--- src/rtl/keypad_scanner.sv ---
// 4x4 keypad matrix scanner: one-cold column strobe, 2-flop row sync, whole-matrix debounce, lowest-index key select.
// key_valid/key_code/key_held register one cycle after the scan completing on the c3 dwell; no backpressure, pulses are dropped if unobserved.
module keypad_scanner #(
  parameter int SCAN_DIV       = 100000,
  parameter int DEBOUNCE_SCANS = 4
) (
  input  logic       clk,
  input  logic       rst,
  input  logic [3:0] row,
  output logic [3:0] col,
  output logic [3:0] key_code,
  output logic       key_valid,
  output logic       key_held
);

  localparam int              DW         = $clog2(SCAN_DIV);
  localparam logic [DW-1:0]   DWELL_LAST = DW'(SCAN_DIV - 1);
  localparam logic [3:0]      ACCEPT_CNT = 4'(DEBOUNCE_SCANS - 1);

  logic [DW-1:0] dwell_cnt;
  logic [1:0]    col_idx;
  logic [3:0]    row_s1, row_s2;
  logic [15:0]   snap, prev_snap, debounced;
  logic [3:0]    stable_cnt;

  logic          dwell_last, scan_done, match, accept, pulse;
  logic [15:0]   snap_next;
  logic [3:0]    cnt_next, new_key, old_key;

  function automatic logic [3:0] first_key(input logic [15:0] m);
    logic [3:0] idx;
    idx = 4'd0;
    for (int i = 15; i >= 0; i--) begin
      if (m[i]) idx = 4'(i);
    end
    return idx;
  endfunction

  // Index is 4*column + row; row 0 is the top of the keypad.
  function automatic logic [3:0] key_map(input logic [3:0] idx);
    logic [3:0] code;
    case (idx)
      4'd0:    code = 4'h1;
      4'd1:    code = 4'h4;
      4'd2:    code = 4'h7;
      4'd3:    code = 4'h0;
      4'd4:    code = 4'h2;
      4'd5:    code = 4'h5;
      4'd6:    code = 4'h8;
      4'd7:    code = 4'hF;
      4'd8:    code = 4'h3;
      4'd9:    code = 4'h6;
      4'd10:   code = 4'h9;
      4'd11:   code = 4'hE;
      4'd12:   code = 4'hA;
      4'd13:   code = 4'hB;
      4'd14:   code = 4'hC;
      default: code = 4'hD;
    endcase
    return code;
  endfunction

  assign col = ~(4'b1000 >> col_idx);

  always_comb begin
    dwell_last = (dwell_cnt == DWELL_LAST);
    scan_done  = dwell_last && (col_idx == 2'd3);
    snap_next  = snap;
    snap_next[{col_idx, 2'b00} +: 4] = ~row_s2;
    match      = (snap_next == prev_snap);
    cnt_next   = 4'd0;
    if (match) cnt_next = (stable_cnt == 4'hF) ? 4'hF : stable_cnt + 4'd1;
    // cnt_next counts matches against the previous scan, so N identical scans give N-1.
    accept     = scan_done && (cnt_next >= ACCEPT_CNT);
    new_key    = first_key(snap_next);
    old_key    = first_key(debounced);
    pulse      = accept && (|snap_next) && (~|debounced || (new_key != old_key));
  end

  always_ff @(posedge clk or negedge rst) begin
    if (!rst) begin
      dwell_cnt  <= '0;
      col_idx    <= 2'd0;
      row_s1     <= 4'hF;
      row_s2     <= 4'hF;
      snap       <= '0;
      prev_snap  <= '0;
      debounced  <= '0;
      stable_cnt <= 4'd0;
      key_code   <= 4'd0;
      key_valid  <= 1'b0;
      key_held   <= 1'b0;
    end else begin
      row_s1    <= row;
      row_s2    <= row_s1;
      key_valid <= pulse;
      if (dwell_last) begin
        dwell_cnt <= '0;
        col_idx   <= col_idx + 2'd1;
        snap      <= snap_next;
      end else begin
        dwell_cnt <= dwell_cnt + DW'(1);
      end
      if (scan_done) begin
        prev_snap  <= snap_next;
        stable_cnt <= cnt_next;
      end
      if (accept) begin
        debounced <= snap_next;
        key_held  <= |snap_next;
      end
      if (pulse) key_code <= key_map(new_key);
    end
  end

endmodule

--- config.mk ---
export PLATFORM = sky130hd
export DESIGN_NAME = keypad_scanner
export DESIGN_NICKNAME = d
export VERILOG_FILES = /design/src/rtl/keypad_scanner.sv
export SDC_FILE = /design/constraint.sdc
export NUM_CORES = 1
export LEC_CHECK = 0
export ABC_CLOCK_PERIOD_IN_PS = 5600
export BUFFER_PORTS_ARGS = -buffer_cell sky130_fd_sc_hd__buf_2
export CAP_MARGIN = 20
export CORE_ASPECT_RATIO = 0.7
export CORE_MARGIN = 8
export CORE_UTILIZATION = 61
export DETAILED_ROUTE_END_ITERATION = 6
export PLACE_DENSITY = 0.79
export SLEW_MARGIN = 20
export SYNTH_ARGS = -nofsm -noshare
export SYNTH_HDL_FRONTEND = slang
export SYNTH_SLANG_ARGS = --single-unit
--- constraint.sdc ---
create_clock -name clk -period 5.6 [get_ports clk]
set_input_delay 0.56 -clock clk [delete_from_list [all_inputs] [get_ports clk]]
set_output_delay 0.56 -clock clk [all_outputs]
set_load 0.005 [all_outputs]
==> metrics.txt <==
# TYPE chip_impl_metric gauge
chip_impl_metric{name="cts_made_buffers",unit=""} 9
chip_impl_info{name="setup.worst_path.start_class",value="flip-flop"} 1
chip_impl_metric{name="grt_pass1_vias",unit=""} 3352
chip_impl_metric{name="post_cts.repair.setup_buffers",unit=""} 0
chip_impl_metric{name="drt-vias-per-instance",unit=""} 6.08
chip_impl_metric{name="timing.final.max_slew_violations",unit=""} 0
chip_impl_metric{name="skew",unit="ps"} 8.21
chip_impl_metric{name="avgSynthCellArea",unit="um2"} 9.68
chip_impl_metric{name="dr.first_iter.drc_count",unit=""} 298
chip_impl_metric{name="full_die_area",unit="um2"} 10400
chip_impl_metric{name="design.core.area",unit="um2"} 7220
chip_impl_metric{name="htreeDepth",unit=""} 3
chip_impl_info{name="startpoint_of_the_lowest_slack_register_to_register_path",value="col_idx[0]$_DFFE_PN0N_"} 1
chip_impl_metric{name="cts-root-to-sink-buffers",unit=""} 2
chip_impl_metric{name="ant_nets",unit=""} 0
chip_impl_metric{name="final.min_clock_period",unit="ps"} 4110
chip_impl_info{name="setup_repair_after_global_routing_missed_its_margin",value="no"} 1
chip_impl_metric{name="netlist-cell-type-count",unit=""} 59
chip_impl_metric{name="rows",unit=""} 26
chip_impl_metric{name="grt_max_degree",unit=""} 86
chip_impl_metric{name="max_freq",unit="GHz"} 0.243
chip_impl_info{name="violated_checks",value="DRC"} 1
chip_impl_metric{name="clock-sinks",unit=""} 85
chip_impl_metric{name="ys_warn_count",unit=""} 0
chip_impl_metric{name="overflow",unit=""} 0
chip_impl_metric{name="fillerInstances",unit=""} 597
chip_impl_metric{name="synth_cells",unit=""} 465
chip_impl_info{name="status",value="complete, but fails checks"} 1
chip_impl_metric{name="clock_insertion_delay_worst_skew",unit="ps"} 360
chip_impl_metric{name="critical_path.max_fanout",unit=""} 19
chip_impl_metric{name="worst_slack_placed",unit="ps"} 1570
chip_impl_metric{name="switchingPower",unit="uW"} 248
chip_impl_metric{name="worst_slew_slack_as_a_fraction_of_its_limit",unit="%"} 47.1
chip_impl_metric{name="cap_violations",unit=""} 0
chip_impl_metric{name="die_x",unit="um"} 119
chip_impl_metric{name="total_of_buffers_placed_on_input_and_output_ports",unit=""} 15
chip_impl_metric{name="final_critical_path_setup_slack",unit="ps"} 1490
chip_impl_info{name="cp_slowest_cell",value="sky130_fd_sc_hd__nor3_4"} 1
chip_impl_metric{name="final_layout_size_suffix_gt1_share",unit="%"} 12.8
chip_impl_info{name="hold_path.class",value="input pin to async pin"} 1
chip_impl_info{name="clock-root-buffer",value="sky130_fd_sc_hd__clkbuf_8"} 1
chip_impl_metric{name="cts.clk_slew.worst_paths",unit="ps"} 80
chip_impl_info{name="reg2reg_to",value="key_code[1]$_DFFE_PN0P_"} 1
chip_impl_metric{name="grt_pass1_wl",unit="um"} 16900
chip_impl_metric{name="boundaryPins",unit=""} 16
chip_impl_metric{name="route.layer.met1.wl",unit="um"} 5030
chip_impl_metric{name="setup_viol",unit=""} 0
chip_impl_metric{name="cts_resized",unit=""} 0
chip_impl_metric{name="synthArstFlopShare",unit="%"} 100
chip_impl_metric{name="post-route-drc-count",unit=""} 7
chip_impl_metric{name="chipHeight",unit="um"} 87.9
chip_impl_metric{name="initial_utilization",unit="%"} 62.3
chip_impl_metric{name="met3WireLength",unit="um"} 761
chip_impl_metric{name="firstDrtPassIters",unit=""} 7
chip_impl_metric{name="r2r.worst_path.cells",unit=""} 11
chip_impl_metric{name="post_drt_wl_per_cell",unit="um"} 17.9
chip_impl_metric{name="timing.final.hold_violations",unit=""} 0
chip_impl_info{name="timing.critical_path.cells",value="inv_1, ha_1, or3b_1, o31a_1, xnor2_1, nor4_1, nand4_1, nor3_4, buf_4, o311a_4, mux2_4"} 1
chip_impl_metric{name="clock_power_share",unit="%"} 44.4
chip_impl_info{name="critical_path.endpoint",value="key_code[1]$_DFFE_PN0P_"} 1
chip_impl_info{name="synth_ff_type",value="sky130_fd_sc_hd__dfrtp_1"} 1
chip_impl_metric{name="p_leak",unit="nW"} 2.22
chip_impl_metric{name="critPathMaxStageDelay",unit="ps"} 510
chip_impl_info{name="dr.max_layer_used",value="met4"} 1
chip_impl_metric{name="final.setup.tns",unit="ps"} 0
chip_impl_metric{name="critical_path_arrival",unit="ps"} 4360
chip_impl_metric{name="power.combinational.fraction",unit="%"} 2.9
chip_impl_metric{name="synth-seq-area-share",unit="%"} 47.5
chip_impl_info{name="timing.setup.critical_path_class",value="flip-flop to flip-flop"} 1
chip_impl_metric{name="cell_internal_pwr",unit="uW"} 936
chip_impl_metric{name="swShare",unit="%"} 21.0
chip_impl_info{name="crit_path_start",value="col_idx[0]$_DFFE_PN0N_"} 1
chip_impl_metric{name="postSynthNetCount",unit=""} 480
chip_impl_metric{name="powerDensity",unit="nW/um2"} 242
chip_impl_metric{name="numnets_final",unit=""} 488
chip_impl_metric{name="flop_pwr_share",unit="%"} 52.7
chip_impl_metric{name="layout-area-overhead-vs-synth",unit="%"} 8.84
chip_impl_metric{name="antennaDiodeCount",unit=""} 0
chip_impl_metric{name="drt_wl_total",unit="um"} 10300
chip_impl_metric{name="post_cts_hold_buffer_count",unit=""} 0
chip_impl_metric{name="worstMarginPinSlew",unit="ps"} 785
chip_impl_metric{name="register_to_register_setup_slack",unit="ps"} 1490
chip_impl_metric{name="final_min_period_over_clock_period",unit="%"} 73.3
chip_impl_metric{name="post_synthesis_cell_area",unit="um2"} 4500
chip_impl_metric{name="synth_enable_flop_cells",unit=""} 0
chip_impl_metric{name="antenna_found_initial",unit=""} 0
chip_impl_metric{name="power.ir.vdd_worst",unit="V"} 0.000203
chip_impl_info{name="endpoint_class_of_the_critical_path",value="flip-flop"} 1
chip_impl_metric{name="cp_data_required_time",unit="ps"} 5850
chip_impl_metric{name="met2_wirelength",unit="um"} 4370
chip_impl_metric{name="synth_seq_cells",unit=""} 85
chip_impl_metric{name="detailroute.via_count",unit=""} 3503
chip_impl_metric{name="sum_of_net_half_perimeters_after_detailed_placement",unit="um"} 7480
chip_impl_metric{name="routabilityCongestion",unit=""} 0.945
chip_impl_metric{name="grtUsageTotal",unit="%"} 20.5
chip_impl_info{name="tritoncts_clock_tree",value="built"} 1
## power groups by stage
stage	Sequential [mW]	Clock (mW)	Combinational [mW]
2_1_floorplan	0.632	0	0.0178
3_3_place_gp	0.636	0	0.0344
3_5_place_dp	0.636	0	0.0347
4_1_cts	0.624	0.534	0.0350
5_1_grt	0.624	0.557	0.0397
6_report	0.624	0.526	0.0347
## final cells by class
type	count	area (um2)	area share (%)
well taps	98	123	2.50
clock inverters	6	110	2.25
clock buffers	10	138	2.81
inverters	20	75.1	1.53
flip-flops and latches	85	2140	43.6
repair buffers	18	104	2.12
multi-input cells	339	2210	45.2
## metal layers
metal	vias to the layer above	track usage, %
li1	1668	-
met1	1704	28.1
met2	111	30.8
met3	20	5.47
met4	0	7.31
met5	-	0
## logic make-up after synthesis
family / share of synthesized area [%]
xor+xnor: 6.42
simple gates: 18.6
mux: 2.92
flops: 47.5
fa+ha+maj: 2.72
buf+inv: 3.64
compound gates: 18.2
## critical path, delay by kind of cell, from the launching register on
family,cells,cell delay (ps)
buffers and inverters,2,470
adder cells (fa/ha/maj),1,410
AO/OA/AOI/OAI,2,620
flip-flops,1,490
XOR/XNOR,1,150
AND/OR/NAND/NOR,4,1530
multiplexers,1,310
## cell usage in the layout, fill, tap and decap left out, types with 7 or more instances in the layout
| master | n |
|---|---|
| sky130_fd_sc_hd__dfrtp_1 | 77 |
| sky130_fd_sc_hd__nor2_1 | 46 |
| sky130_fd_sc_hd__nand2_1 | 35 |
| sky130_fd_sc_hd__a21oi_1 | 35 |
| sky130_fd_sc_hd__o21ai_0 | 30 |
| sky130_fd_sc_hd__xnor2_1 | 21 |
| sky130_fd_sc_hd__inv_1 | 20 |
| sky130_fd_sc_hd__nor3_1 | 16 |
| sky130_fd_sc_hd__buf_2 | 14 |
| sky130_fd_sc_hd__xor2_1 | 12 |
| sky130_fd_sc_hd__nand2b_1 | 12 |
| sky130_fd_sc_hd__a21o_1 | 10 |
| sky130_fd_sc_hd__clkbuf_8 | 10 |
| sky130_fd_sc_hd__nor2b_1 | 9 |
| sky130_fd_sc_hd__ha_1 | 9 |
| sky130_fd_sc_hd__nand3_1 | 8 |
| sky130_fd_sc_hd__dfstp_2 | 8 |
| sky130_fd_sc_hd__nand4_1 | 7 |
## worst min-delay path by stage
stage,endpoint,startpoint,slack (ps),cells after the start
after floorplan,col_idx[0]$_DFFE_PN0N_,rst,260,0
after global placement,row_s2[3]$_DFF_PN1_,row_s1[3]$_DFF_PN1_,350,0
after detailed placement,row_s2[0]$_DFF_PN1_,row_s1[0]$_DFF_PN1_,350,0
after CTS,row_s1[0]$_DFF_PN1_,row[0],270,1
after global routing,row_s1[1]$_DFF_PN1_,row[1],270,1
final,prev_snap[8]$_DFFE_PN0P_,rst,240,1
## flip-flops by register name (all words and copies together), names as in the netlist
signal,count
debounced,16
row_s1,4
stable_cnt,4
row_s2,4
dwell_cnt,17
key_held,1
snap,16
col_idx,2
prev_snap,16
key_valid,1
key_code,4
## Yosys cell counts, types with 3 or more instances
cell,instances,area (um2)
sky130_fd_sc_hd__dfrtp_1,77,1930
sky130_fd_sc_hd__nor2_1,46,173
sky130_fd_sc_hd__a21oi_1,35,175
sky130_fd_sc_hd__nand2_1,35,131
sky130_fd_sc_hd__o21ai_0,30,150
sky130_fd_sc_hd__xnor2_1,21,184
sky130_fd_sc_hd__inv_1,20,75.1
sky130_fd_sc_hd__nor3_1,16,80.1
sky130_fd_sc_hd__clkbuf_1,15,56.3
sky130_fd_sc_hd__nand2b_1,12,75.1
sky130_fd_sc_hd__xor2_1,12,105
sky130_fd_sc_hd__a21o_1,10,75.1
sky130_fd_sc_hd__ha_1,9,113
sky130_fd_sc_hd__nor2b_1,9,56.3
sky130_fd_sc_hd__dfstp_2,8,210
sky130_fd_sc_hd__nand3_1,8,40.0
sky130_fd_sc_hd__nand4_1,7,43.8
sky130_fd_sc_hd__nor4_1,7,43.8
sky130_fd_sc_hd__a31oi_1,5,31.3
sky130_fd_sc_hd__and3_1,5,31.3
sky130_fd_sc_hd__buf_2,5,25.0
sky130_fd_sc_hd__mux2_2,5,56.3
sky130_fd_sc_hd__o22ai_1,5,31.3
sky130_fd_sc_hd__o2bb2ai_1,5,43.8
sky130_fd_sc_hd__nand4b_1,4,35.0
sky130_fd_sc_hd__o22a_1,4,35.0
sky130_fd_sc_hd__o31a_1,4,35.0
sky130_fd_sc_hd__and2_1,3,18.8
sky130_fd_sc_hd__mux2_4,3,45.0
sky130_fd_sc_hd__mux2i_1,3,30.0
sky130_fd_sc_hd__o31ai_1,3,22.5
## stage by stage
stage	total power [mW]	std cells	instance area [um2]	hold WS, ps	util [%]
finish	1.18	576	4900	237	67.8
global route	1.22	576	4900	268	67.8
CTS	1.19	576	4890	270	67.8
detailed placement	0.670	560	4650	347	64.3
global placement	0.670	560	4650	346	64.3
floorplan	0.650	465	4500	264	-
(Power assumes the default switching activity.)
